[config.mk]
export PLATFORM = sky130hd
export DESIGN_NAME = instr_fetch_flat
export DESIGN_NICKNAME = d
export VERILOG_FILES = /design/src/rtl/instr_fetch_if.sv /design/src/rtl/instr_fetch.sv /design/src/flat_wrapper.sv
export SDC_FILE = /design/constraint.sdc
export NUM_CORES = 1
export LEC_CHECK = 0
export CORE_ASPECT_RATIO = 1.75
export CORE_MARGIN = 3
export CORE_UTILIZATION = 50
export CTS_CLUSTER_DIAMETER = 50
export DETAILED_ROUTE_END_ITERATION = 12
export PLACE_DENSITY = 0.86
export SLEW_MARGIN = 10
export SYNTH_ARGS = -nofsm -noshare
export SYNTH_HDL_FRONTEND = slang
export SYNTH_SLANG_ARGS = --single-unit
[constraint.sdc]
create_clock -name clk -period 8.5 [get_ports clk]
set_input_delay 0.85 -clock clk [delete_from_list [all_inputs] [get_ports clk]]
set_output_delay 0.85 -clock clk [all_outputs]
set_load 0.02 [all_outputs]
[src/rtl/instr_fetch_if.sv]
// Fetch-unit bus: instruction-memory port, redirect request and the decode-side
// valid/ready output. The slave modport is the fetch unit; master is its environment.
interface instr_fetch_if;
  logic [31:0] imem_addr;
  logic [31:0] imem_instr;
  logic        redirect_valid;
  logic [31:0] redirect_pc;
  logic        out_valid;
  logic        out_ready;
  logic [31:0] out_instr;
  logic [31:0] out_pc;

  modport slave (
    output imem_addr, out_valid, out_instr, out_pc,
    input  imem_instr, redirect_valid, redirect_pc, out_ready
  );

  modport master (
    input  imem_addr, out_valid, out_instr, out_pc,
    output imem_instr, redirect_valid, redirect_pc, out_ready
  );
endinterface

[src/rtl/instr_fetch.sv]
// Instruction fetch: PC register driving a combinational instruction memory and a
// small {pc, instr} FIFO toward decode, with redirect flush and synchronous reset.
module instr_fetch #(
  parameter logic [31:0] START_ADDR = 32'h0000_0000,
  parameter int          FIFO_DEPTH = 2
) (
  input  logic          clk,
  input  logic          rst,
  instr_fetch_if.slave  bus
);
  localparam int          PW      = (FIFO_DEPTH > 1) ? $clog2(FIFO_DEPTH) : 1;
  localparam int          CW      = $clog2(FIFO_DEPTH + 1);
  localparam logic [CW-1:0] DEPTH_C = CW'(FIFO_DEPTH);
  localparam logic [31:0] NOP     = 32'h0000_0013;

  logic [31:0]   r_pc;
  logic [CW-1:0] r_cnt;
  logic [PW-1:0] r_head, r_tail;
  logic [31:0]   r_mem_pc    [FIFO_DEPTH];
  logic [31:0]   r_mem_instr [FIFO_DEPTH];

  logic w_valid, w_pop, w_push;

  assign w_valid = (r_cnt != '0);
  assign w_pop   = w_valid && bus.out_ready;
  // A pop frees a slot in the same cycle, so a full FIFO still streams at one per cycle.
  assign w_push  = !bus.redirect_valid && ((r_cnt < DEPTH_C) || w_pop);

  always_ff @(posedge clk) begin
    if (rst) begin
      r_pc   <= {START_ADDR[31:2], 2'b00};
      r_cnt  <= '0;
      r_head <= '0;
      r_tail <= '0;
    end else if (bus.redirect_valid) begin
      r_pc   <= {bus.redirect_pc[31:2], 2'b00};
      r_cnt  <= '0;
      r_head <= '0;
      r_tail <= '0;
    end else begin
      if (w_push) begin
        r_pc   <= r_pc + 32'd4;
        r_tail <= r_tail + 1'b1;
      end
      if (w_pop) r_head <= r_head + 1'b1;
      case ({w_push, w_pop})
        2'b10:   r_cnt <= r_cnt + 1'b1;
        2'b01:   r_cnt <= r_cnt - 1'b1;
        default: r_cnt <= r_cnt;
      endcase
    end
  end

  // Storage is data only; validity comes from r_cnt, so no reset is needed here.
  always_ff @(posedge clk) begin
    if (w_push) begin
      r_mem_pc[r_tail]    <= r_pc;
      r_mem_instr[r_tail] <= bus.imem_instr;
    end
  end

  assign bus.imem_addr = r_pc;
  assign bus.out_valid = w_valid;
  assign bus.out_instr = w_valid ? r_mem_instr[r_head] : NOP;
  assign bus.out_pc    = w_valid ? r_mem_pc[r_head]    : 32'h0;
endmodule

[src/flat_wrapper.sv]
// flat-port wrapper written by rule: the top's interface ports become plain ports
module instr_fetch_flat 
#(
  parameter logic [31:0] START_ADDR = 32'h0000_0000,
  parameter int          FIFO_DEPTH = 2
)
  (clk, rst, bus_imem_addr, bus_out_valid, bus_out_instr, bus_out_pc, bus_imem_instr, bus_redirect_valid, bus_redirect_pc, bus_out_ready);
  instr_fetch_if bus_i ();
  input  logic clk;
  input  logic rst;
  output wire logic [$bits(bus_i.imem_addr)-1:0] bus_imem_addr;
  output wire logic [$bits(bus_i.out_valid)-1:0] bus_out_valid;
  output wire logic [$bits(bus_i.out_instr)-1:0] bus_out_instr;
  output wire logic [$bits(bus_i.out_pc)-1:0] bus_out_pc;
  input wire logic [$bits(bus_i.imem_instr)-1:0] bus_imem_instr;
  input wire logic [$bits(bus_i.redirect_valid)-1:0] bus_redirect_valid;
  input wire logic [$bits(bus_i.redirect_pc)-1:0] bus_redirect_pc;
  input wire logic [$bits(bus_i.out_ready)-1:0] bus_out_ready;
  assign bus_imem_addr = bus_i.imem_addr;
  assign bus_out_valid = bus_i.out_valid;
  assign bus_out_instr = bus_i.out_instr;
  assign bus_out_pc = bus_i.out_pc;
  assign bus_i.imem_instr = bus_imem_instr;
  assign bus_i.redirect_valid = bus_redirect_valid;
  assign bus_i.redirect_pc = bus_redirect_pc;
  assign bus_i.out_ready = bus_out_ready;
  instr_fetch #(.START_ADDR(START_ADDR), .FIFO_DEPTH(FIFO_DEPTH)) u_core (.clk(clk), .rst(rst), .bus(bus_i));
endmodule
# Word-level counts from Yosys, hierarchy flattened
# Memories as Yosys holds them, arrays and structs flattened. A register that Yosys moved wholly into a read port is not among the register bits.
# Cells that the tools add are included.
dict set report totals {
  mem_bits_rw 128
  latchBits 0
  ff_bits 36
  mem_count 2
  elab_cells 34
  out_inout_bits 97
  inputBits 68
  mem_bits_ro 0
}
# name words word_bits rd rd_clocked_by_memory_dff write_ports line_no
set memory_table {}
lappend memory_table {u_core.r_mem_instr 2 32 1 1 1 instr_fetch.sv:20} ;# logic [31:0] r_mem_instr [FIFO_DEPTH];
lappend memory_table {u_core.r_mem_pc 2 32 1 1 1 instr_fetch.sv:19} ;# logic [31:0] r_mem_pc [FIFO_DEPTH];
dict set report op_classes {
  shifts 0
  n_mul 0
  addsub 5
  magnitude_cmp 1
  n_mux 11
  bitwise 0
  eq_ne 2
  n_reduce_logical 8
  div_mod_pow 0
}
# operator n
set ops {}
lappend ops {{2-to-1 mux 32 bit} 4}
lappend ops {{adder 32 x 3 -> 32 bit (second input constant)} 1}
lappend ops {{2-to-1 mux 1 bit} 6}
lappend ops {{nonzero test 2 bit} 3}
lappend ops {{case mux 2 bit (2 select lines)} 1}
lappend ops {{adder 1 bit (second input constant)} 2}
lappend ops {{adder 2 x 1 -> 2 bit (second input constant)} 1}
lappend ops {{== test 2 x 1 -> 1 bit (second input constant)} 1}
lappend ops {{== test 2 bit (second input constant)} 1}
lappend ops {{logical AND 1 bit} 2}
lappend ops {{less-than comparator 2 bit (second input constant)} 1}
lappend ops {{OR reduction 2 bit} 1}
lappend ops {{subtractor 2 x 1 -> 2 bit (second input constant)} 1}
lappend ops {{logical NOT 1 bit} 1}
lappend ops {{logical OR 1 bit} 1}

# Logic depth before layout (Yosys ltp)
# Gate-level depths: netlist of the first run.
dict set report depth {
  word_depth 6
  depth_mapped 8
  ltp_nobuf 8
}

# Least setup slack after synthesis of the first run
# Ideal clock, no wire load.
dict set report synth_path {
  path_type {input port to flip-flop}
  from {in bus_out_ready}
  to {mem u_core.r_mem_instr[0][0], enable pin}
  n_path_buf 1
  slack_ns 4.092
  cell_stages 4
  t_arrival_ns 3.925
  cell_sequence {nand2b_1 > buf_2 > nand2_1 > nor2_1}
}
dict set report synth_between {
  elab_chain_len 5
}
# item line_no
set synth_lines {}
lappend synth_lines {{start: declaration} flat_wrapper.sv:18} ;# input wire logic [$bits(bus_i.out_ready)-1:0] bus_out_ready;
lappend synth_lines {{logical AND 1 bit} instr_fetch.sv:25} ;# assign w_pop = w_valid && bus.out_ready;
lappend synth_lines {{logical OR 1 bit} instr_fetch.sv:27} ;# assign w_push = !bus.redirect_valid && ((r_cnt < DEPTH_C) || w_pop);
lappend synth_lines {{logical AND 1 bit} instr_fetch.sv:27}
lappend synth_lines {{2-to-1 mux 1 bit} instr_fetch.sv:56} ;# if (w_push) begin
lappend synth_lines {{2-to-1 mux 1 bit (not written as such)} instr_fetch.sv:58} ;# r_mem_instr[r_tail] <= bus.imem_instr;
lappend synth_lines {{end: declaration} instr_fetch.sv:20}
# No other way between the ends.

# Final worst setup path of the first run
dict set report layout_path {
  from {in bus_redirect_valid}
  to {mem u_core.r_mem_instr[0][22], enable pin}
}
dict set report layout_between {
  elab_chain_len 4
}
# item line_no
set layout_lines {}
lappend layout_lines {{start: declaration} flat_wrapper.sv:16} ;# input wire logic [$bits(bus_i.redirect_valid)-1:0] bus_redirect_valid;
lappend layout_lines {{logical NOT 1 bit} instr_fetch.sv:27}
lappend layout_lines {{logical AND 1 bit} instr_fetch.sv:27}
lappend layout_lines {{2-to-1 mux 1 bit} instr_fetch.sv:56}
lappend layout_lines {{2-to-1 mux 1 bit (not written as such)} instr_fetch.sv:58}
# No other way between the ends.

==> out/results.txt, run 1 <==
Routability cong. = 0.8484
Syn_area_per_cell = 12.72 sq um
DIE AREA = 0.01513 sq mm
Vias = 4920
Combinational power share = 0.115
Setup_tns = 0 ns
Pwr dens = 201.2 mW/mm^2
Worst IR drop on VDD = 0.1372 mV
Synth area leaders = edfxtp_1 (55%), dfxtp_1 (10%), mux2i_1 (9.1%), nor2_1 (4.9%), a311oi_1 (1.4%)
Sequential area share after synthesis = 0.6489
Tot GR Track Use = 0.2146
Top FF cell, synth = edfxtp_1
DPL Wire Length = 10770 microns
Avg Vias per Cell = 5.649
Area Overhead vs Synth = 33.46%
Clk_lat worst skew = 0.41 ns
Nature of the critical path startpoint = primary input
Core Area = 0.01314 sq mm
Slew margin rel. = 0.2950
Status = completed
Setup Skew = 0.01106 ns
Cell variety after synth = 50
Final hold viol count = 0
Yosys top cell area share = 0.5462
Clock transition at the registers of the reported paths = 0.06 ns
Routed Antenna Nets = 0
Clock sink count = 159
Largest net degree at the start of global routing = 63
Initial Util = 0.5187
Asr flop ratio synth = 0
Root buf cell = clkbuf_16
Fmax achieved = 0.2958 GHz
Vias in the first global route = 4957
Worst-path maximum fanout = 40
Power after layout = 1830 uW
DR pass1 iterations = 5
Tcrit/Tclk final = 0.3977
Yosys warns = 0
Syn Inst Count = 536
Initial antenna violation count = 0
Pint = 1381 uW
Most common cell after layout, fill and taps aside = clkdlybuf4s50_1
Port bufs = 158
# setup viols final = 0
Critical path class = primary input to flop
Mean routed wirelength per cell = 18.23 microns
Max-cap violation count = 0
First-pass GRT wire length = 25200 microns
Seq cells post-synth = 159
P_sw = 449.2 uW
Synth Cell Area = 0.006818 sq mm
Leading cell types in the layout, fill and taps excluded = clkdlybuf4s50_1 (158), edfxtp_1 (124), nor2_1 (87), mux2i_1 (62), dfxtp_1 (34)
Htree depth = 4
NumNets Final = 757
Sequential Power Share = 0.501
Dominant cell type by area after synthesis = edfxtp_1
Post-CTS setup buffers = 0
Clk pwr share = 0.384
CP required = 8.54 ns
Die height = 160.5 microns
Hold buffers post-CTS = 0
P_leak = 0.002955 uW
Detailed Route WL = 15880 microns
Tmin final = 3.380 ns
Chip width = 94.27 microns
Ports = 165
Fin worst setup slack = 5.120 ns
Diodes inserted = 0
Congestion Overflow GR = 0
Cts repair resizes = 0
Layout cells sized above 1 = 0.06286
Num CTS Buffers = 17
CTS tree = built
DRC violations left = 0
Sw frac = 0.2454
Max Slew Vio Count = 0
Fill count = 916
Initial detailed-routing violation count = 301
RSZ-0062 raised after global routing = false
Crit. End Element = flop
Arrival time at the worst endpoint = 3.42 ns
CTS max path bufs = 2
DP Worst Slack = 4.730 ns
Slew at the pin closest to its max-slew limit = 1.057 ns
Hold crit path type = flop to flop
Row cnt = 55
Post-synth EDFFs = 124
[cells by family after synthesis]
group	Yosys count	share of synthesized area
compound gates	53	0.06276
buf+inv	45	0.02771
simple gates	203	0.1512
mux	62	0.09103
flops	159	0.6489
xor+xnor	11	0.01413
other cells	1	0.0005500
fa+ha+maj	2	0.003670
[power groups by stage]
stage                     logic, uW  clock network [uW]  registers (uW)
after global routing            227                 746             922
after CTS                       212                 716             916
final                           210                 703             917
after global placement          206                   0             928
after floorplan                98.5                   0             933
after detailed placement        211                   0             932
[through the flow]
stage | util | cells | area (sq um) | hold slack (ns)
6_report | 0.6922 | 871 | 9099 | 0.5477
5_1_grt | 0.6922 | 871 | 9099 | 0.5624
4_1_cts | 0.6922 | 871 | 9099 | 0.5450
3_5_place_dp | 0.6496 | 839 | 8538 | 0.5342
3_3_place_gp | 0.6496 | 839 | 8538 | 0.5245
2_1_floorplan | - | 539 | 6829 | 0.5202
[area by class of cell]
cell class | count | area, sq um | area share
sequential | 159 | 4428 | 0.4867
clock inverter | 13 | 106.4 | 0.01169
inverter | 10 | 37.54 | 0.004125
multi-input combinational | 335 | 2232 | 0.2453
timing repair buffer | 164 | 1627 | 0.1788
tap | 171 | 214.0 | 0.02351
clock buffer | 19 | 454.2 | 0.04992
[routing by layer]
layer  GRT usage  part of all wire
met5           0                 0
met3     0.03936             0.061
met4      0.1052             0.040
met2      0.3849              0.54
met1      0.2387              0.36
[flip-flops by register name, summed over array words and instances, names as in the netlist, named ones only]
register	count
u_core.r_cnt	2
u_core.r_mem_instr	64
u_core.bus.imem_addr	30
u_core.r_tail	1
u_core.r_head	1
u_core.r_mem_pc	60
[cell usage after synthesis, drive strengths merged (9+ instances only)]
master,instances
clkbuf,23
nand4,15
nand2,25
nor3,9
mux2i,62
a311oi,11
buf,12
edfxtp,124
nor2,89
inv,10
dfxtp,35
[final timing paths]
kind | startpoint | endpoint | slack [ns] | depth (start not counted)
worst max-delay path | bus_redirect_valid | u_core.r_mem_instr[0][22] | 5.12 | 7
worst min-delay path | u_core.bus.imem_addr[6] | u_core.r_mem_pc[1][6] | 0.55 | 0
worst max register to register | u_core.r_cnt[1] | u_core.r_mem_instr[0][22] | 5.98 | 4
worst min register to register | u_core.bus.imem_addr[6] | u_core.r_mem_pc[1][6] | 0.55 | 0
[worst max-delay path: stages]
cell	delay [ns]
clkdlybuf4s50_1	0.40
buf_4	0.27
inv_1	0.09
buf_4	0.37
nand2_1	0.21
nor2_4	0.63
buf_4	0.56
Power figures use the tool's default switching activity.
==> run 2: changes to the inputs <==
==> constraint.sdc (replaced) <==
create_clock -name clk -period 3.13 [get_ports clk]
set_input_delay 0.313 -clock clk [delete_from_list [all_inputs] [get_ports clk]]
set_output_delay 0.313 -clock clk [all_outputs]
set_load 0.02 [all_outputs]
==> out/results.txt, run 2 (synthesized netlist as in run 1, its figures left out) <==
Fin worst setup slack = 0.5865 ns
Max FFs per register = 64
Initial antenna violation count = 0
Fmax achieved = 0.3932 GHz
Layout cells sized above 1 = 0.06809
Initial Util = 0.5187
Port bufs = 158
Sw frac = 0.2211
Register area = 0.004428 sq mm
Chip width = 94.27 microns
Leading cell types in the layout, fill and taps excluded = clkdlybuf4s50_1 (158), edfxtp_1 (124), nor2_1 (87), mux2i_1 (62), dfxtp_1 (34)
Hold buffers post-CTS = 0
Pint = 4188 uW
Num CTS Buffers = 17
P_leak = 0.003061 uW
Slew margin rel. = 0.5555
Setup_tns = 0 ns
Root buf cell = clkbuf_16
CTS tree = built
Post-CTS setup buffers = 0
Core Area = 0.01314 sq mm
Fin cells = 876
Worst setup path end = bus_out_instr[24]
Row cnt = 55
Status = completed
Fill count = 858
Pwr dens = 577.7 mW/mm^2
DPL Wire Length = 11260 microns
Area of the multi-input gates = 0.002232 sq mm
Worst-path maximum fanout = 45
CTS max path bufs = 2
CP required = 2.82 ns
Routability cong. = 0.8251
Area Overhead vs Synth = 36.52%
Largest net degree at the start of global routing = 64
First-pass GRT wire length = 25540 microns
Die height = 160.5 microns
Biggest register = u_core.r_mem_instr
NumNets Final = 762
Ports = 165
Mean routed wirelength per cell = 18.51 microns
Core Util, Final = 0.7081
DR pass1 iterations = 5
Htree depth = 4
Clock transition at the registers of the reported paths = 0.06 ns
Nature of the critical path startpoint = flop
Cts repair resizes = 0
Worst reg2reg startpoint = u_core.bus.imem_addr[3]
Routed Antenna Nets = 0
Congestion Overflow GR = 0
Clock sink count = 159
RSZ-0062 raised after global routing = false
Setup Skew = 0.01202 ns
Clk_lat worst skew = 0.41 ns
P_sw = 1189 uW
Vias in the first global route = 5077
Worst IR drop on VDD = 0.4777 mV
Tot GR Track Use = 0.2185
Initial detailed-routing violation count = 236
DP Worst Slack = 0.7243 ns
Final hold viol count = 0
Arrival time at the worst endpoint = 2.23 ns
Reg2Reg Setup Slack = 0.92 ns
FF-to-FF path depth = 4
Max Slew Vio Count = 0
Most common cell after layout, fill and taps aside = clkdlybuf4s50_1
Avg Vias per Cell = 5.663
Slew at the pin closest to its max-slew limit = 0.6632 ns
Critical path class = flop to output port
Inst Count DP = 844
Clk pwr share = 0.427
Max-cap violation count = 0
Hold crit path type = primary input to flop
Diodes inserted = 0
DRC violations left = 0
Vias = 4961
Crit. End Element = output port
DIE AREA = 0.01513 sq mm
Tmin final = 2.543 ns
# setup viols final = 0
Detailed Route WL = 16210 microns
Combinational power share = 0.111
Sequential Power Share = 0.462
Tcrit/Tclk final = 0.8126
Worst R2R End = u_core.bus.imem_addr[21]
run 2: changes by cell type in the layout (fill, tap and decap cells not counted):
cell and delta:
clkinv_4 +1, inv_6 -2, inv_8 -1, clkinvlp_4 -4, clkbuf_1 +1, bufinv_16 +6
buf_12 +5, clkbuf_16 -1
run 2: worst min path at each step:
stage,start,to,slack (ns),cells after the start
after floorplan,bus_imem_instr[0],u_core.r_mem_instr[0][0],0.41,0
after global placement,u_core.bus.imem_addr[30],u_core.r_mem_pc[0][30],0.52,0
after detailed placement,u_core.r_head,flop,0.53,2
after CTS,bus_imem_instr[12],u_core.r_mem_instr[1][12],0.46,1
after global routing,bus_imem_instr[3],u_core.r_mem_instr[0][3],0.47,1
final,bus_redirect_pc[10],u_core.bus.imem_addr[10],0.48,3
run 2: stage by stage:
step | hold WS [ns] | power (uW) | area [sq um]
floorplan | 0.4119 | 2798 | 6832
global placement | 0.5210 | 3093 | 8638
detailed placement | 0.5299 | 3118 | 8638
CTS | 0.4617 | 5407 | 9308
global route | 0.4697 | 5556 | 9308
finish | 0.4783 | 5377 | 9308
run 2: worst max-delay path: stages, from the launching register on:
cell             delay [ns]
dfxtp_4                0.56
buf_12                 0.33
mux2i_1                0.13
nor2_1                 0.11
clkdlybuf4s50_1        0.64
run 2: cell type report:
type	count	area share
clock inverters	13	0.02541
clock buffers	19	0.04651
inverters	10	0.004033
well taps	171	0.02299
flip-flops and latches	159	0.4757
repair buffers	169	0.1855
multi-input cells	335	0.2398
run 2: metal layers:
layer,global-route usage,up-vias,routed length [microns]
li1,-,2328,-
met1,0.2376,2321,5845
met2,0.3926,246,8737
met3,0.03608,66,869
met4,0.1223,0,761
met5,0,-,0
run 2: power by group through the flow:
| stage | sequential, uW | clock (uW) | combinational, uW |
|---|---|---|---|
| 2_1_floorplan | 2530 | 0 | 268 |
| 3_3_place_gp | 2510 | 0 | 581 |
| 3_5_place_dp | 2520 | 0 | 595 |
| 4_1_cts | 2480 | 2330 | 601 |
| 5_1_grt | 2490 | 2420 | 638 |
| 6_report | 2480 | 2300 | 596 |
==> run 3: changes to the inputs <==
==> constraint.sdc (replaced) <==
create_clock -name clk -period 2.57 [get_ports clk]
set_input_delay 0.257 -clock clk [delete_from_list [all_inputs] [get_ports clk]]
set_output_delay 0.257 -clock clk [all_outputs]
set_load 0.02 [all_outputs]
==> out/results.txt, run 3 (synthesized netlist as in run 1, its figures left out) <==
Max-cap violation count = 0
CTS tree = built
Clock sink count = 159
Port bufs = 158
Inst Count DP = 849
CP max stage cell = clkdlybuf4s50_1
Pwr dens = 665.4 mW/mm^2
WHS Path Cells = 3
Max Slew Vio Count = 0
Initial Util = 0.5187
Tmin final = 2.380 ns
Post-CTS setup buffers = 0
Leading cell types in the layout, fill and taps excluded = clkdlybuf4s50_1 (158), edfxtp_1 (124), nor2_1 (87), mux2i_1 (62), dfxtp_1 (34)
Congestion Overflow GR = 0
Most common cell after layout, fill and taps aside = clkdlybuf4s50_1
CTS max path bufs = 2
Num CTS Buffers = 17
Critical path class = flop to output port
Cts repair resizes = 0
Clock transition at the registers of the reported paths = 0.07 ns
Diodes inserted = 0
Core Area = 0.01314 sq mm
Hold crit path type = primary input to flop
CP required = 2.31 ns
Fin cells = 881
Layout cells sized above 1 = 0.07465
Area Overhead vs Synth = 35.33%
NumNets Final = 767
Status = completed
Crit. End Element = output port
CP Depth = 4
CP max stage delay = 0.61 ns
Vias in the first global route = 5235
Top Family by Delay on Critical Path = buffers and inverters
Row cnt = 55
DR pass1 iterations = 6
Initial detailed-routing violation count = 280
Htree depth = 4
Nature of the critical path startpoint = flop
Detailed Route WL = 16360 microns
Worst R2R End = u_core.bus.imem_addr[24]
Hold path start = bus_redirect_pc[21]
Area of the multi-input gates = 0.002232 sq mm
FF-to-FF path depth = 4
Largest net degree at the start of global routing = 63
RSZ-0062 raised after global routing = false
Routed Antenna Nets = 0
Chip width = 94.27 microns
Buffers & Inverters on Critical Path = 2
Slew at the pin closest to its max-slew limit = 0.7032 ns
Worst reg2reg startpoint = u_core.bus.imem_addr[11]
Vias = 5019
First-pass GRT wire length = 25990 microns
Critical path, cell by cell = nor2_4 > inv_1 > nand2_1 > clkdlybuf4s50_1
Routability cong. = 0.8568
DPL Wire Length = 11220 microns
P_leak = 0.003012 uW
Root buf cell = clkbuf_16
Register area = 0.004428 sq mm
Tot GR Track Use = 0.2204
Max FFs per register = 64
Core Util, Final = 0.7020
Ports = 165
Slew margin rel. = 0.5287
CP startpoint = u_core.r_cnt[1]
Biggest register = u_core.r_mem_instr
Worst-path maximum fanout = 16
Mean routed wirelength per cell = 18.57 microns
Setup Skew = 0.01030 ns
DRC violations left = 0
DIE AREA = 0.01513 sq mm
Clk_lat worst skew = 0.41 ns
Fill count = 917
Hold buffers post-CTS = 0
Final hold viol count = 0
Die height = 160.5 microns
Setup_tns = 0 ns
Tcrit/Tclk final = 0.9262
Arrival time at the worst endpoint = 2.12 ns
Reg2Reg Setup Slack = 0.41 ns
Initial antenna violation count = 0
Worst IR drop on VDD = 0.4037 mV
Worst Hold End = u_core.bus.imem_addr[21]
Avg Vias per Cell = 5.697
# setup viols final = 0
Fmax achieved = 0.4201 GHz
==> run 3: changes by cell type in the layout (fill, tap and decap cells not counted) <==
cell / change
clkinv_4: -3
buf_12: -1
bufinv_16: -5
clkinv_2: -1
inv_8: +1
inv_6: +3
buf_4: +6
clkinvlp_4: +5
==> run 3: area by class of cell <==
class	count	share of cell area
Tap cell	171	0.02319
Sequential cell	159	0.4799
Clock buffer	19	0.04692
Timing Repair Buffer	174	0.1899
Inverter	10	0.004068
Multi-Input combinational cell	335	0.2419
Clock inverter	13	0.01410
==> run 3: worst max-delay path by stage <==
stage,end,slack (ns)
floorplan,u_core.r_mem_instr[1][0],0.36
global placement,u_core.bus.imem_addr[20],0.49
detailed placement,u_core.bus.imem_addr[24],0.38
CTS,bus_out_instr[1],0.16
global route,bus_out_instr[1],0.09
finish,bus_out_instr[1],0.19
==> run 3: worst reg2reg max path, delay by kind of cell, from the launching register on <==
kind / cells / cell delay, ns
AOI/OAI and AO/OA: 2 / 0.62
DFF: 1 / 0.54
and+or+nand+nor: 2 / 0.87
==> run 3: per-stage QoR <==
step	hold WS [ns]	total power, uW	cell area [sq um]	worst slack (ns)
2_1_floorplan	0.3559	3407	6838	0.3598
3_3_place_gp	0.5206	3769	8663	0.4945
3_5_place_dp	0.5316	3801	8663	0.3845
4_1_cts	0.4070	6175	9226	0.1620
5_1_grt	0.4168	6339	9226	0.08609
6_report	0.4180	6139	9226	0.1897
==> run 3: metal layers <==
metal	track usage	vias to the layer above	share of wire
met5	0	-	0
li1	-	2333	-
met2	0.4010	237	0.55
met3	0.04217	60	0.060
met1	0.2352	2389	0.35
met4	0.1144	0	0.042
==> run 3: power breakdown <==
| part | internal (uW) | leakage (uW) | switching [uW] |
|---|---|---|---|
| clock | 1350 | 0.000256 | 1030 |
| sequential | 2920 | 0.00146 | 101 |
| combinational | 352 | 0.00129 | 380 |
| total | 4620 | 0.00301 | 1520 |
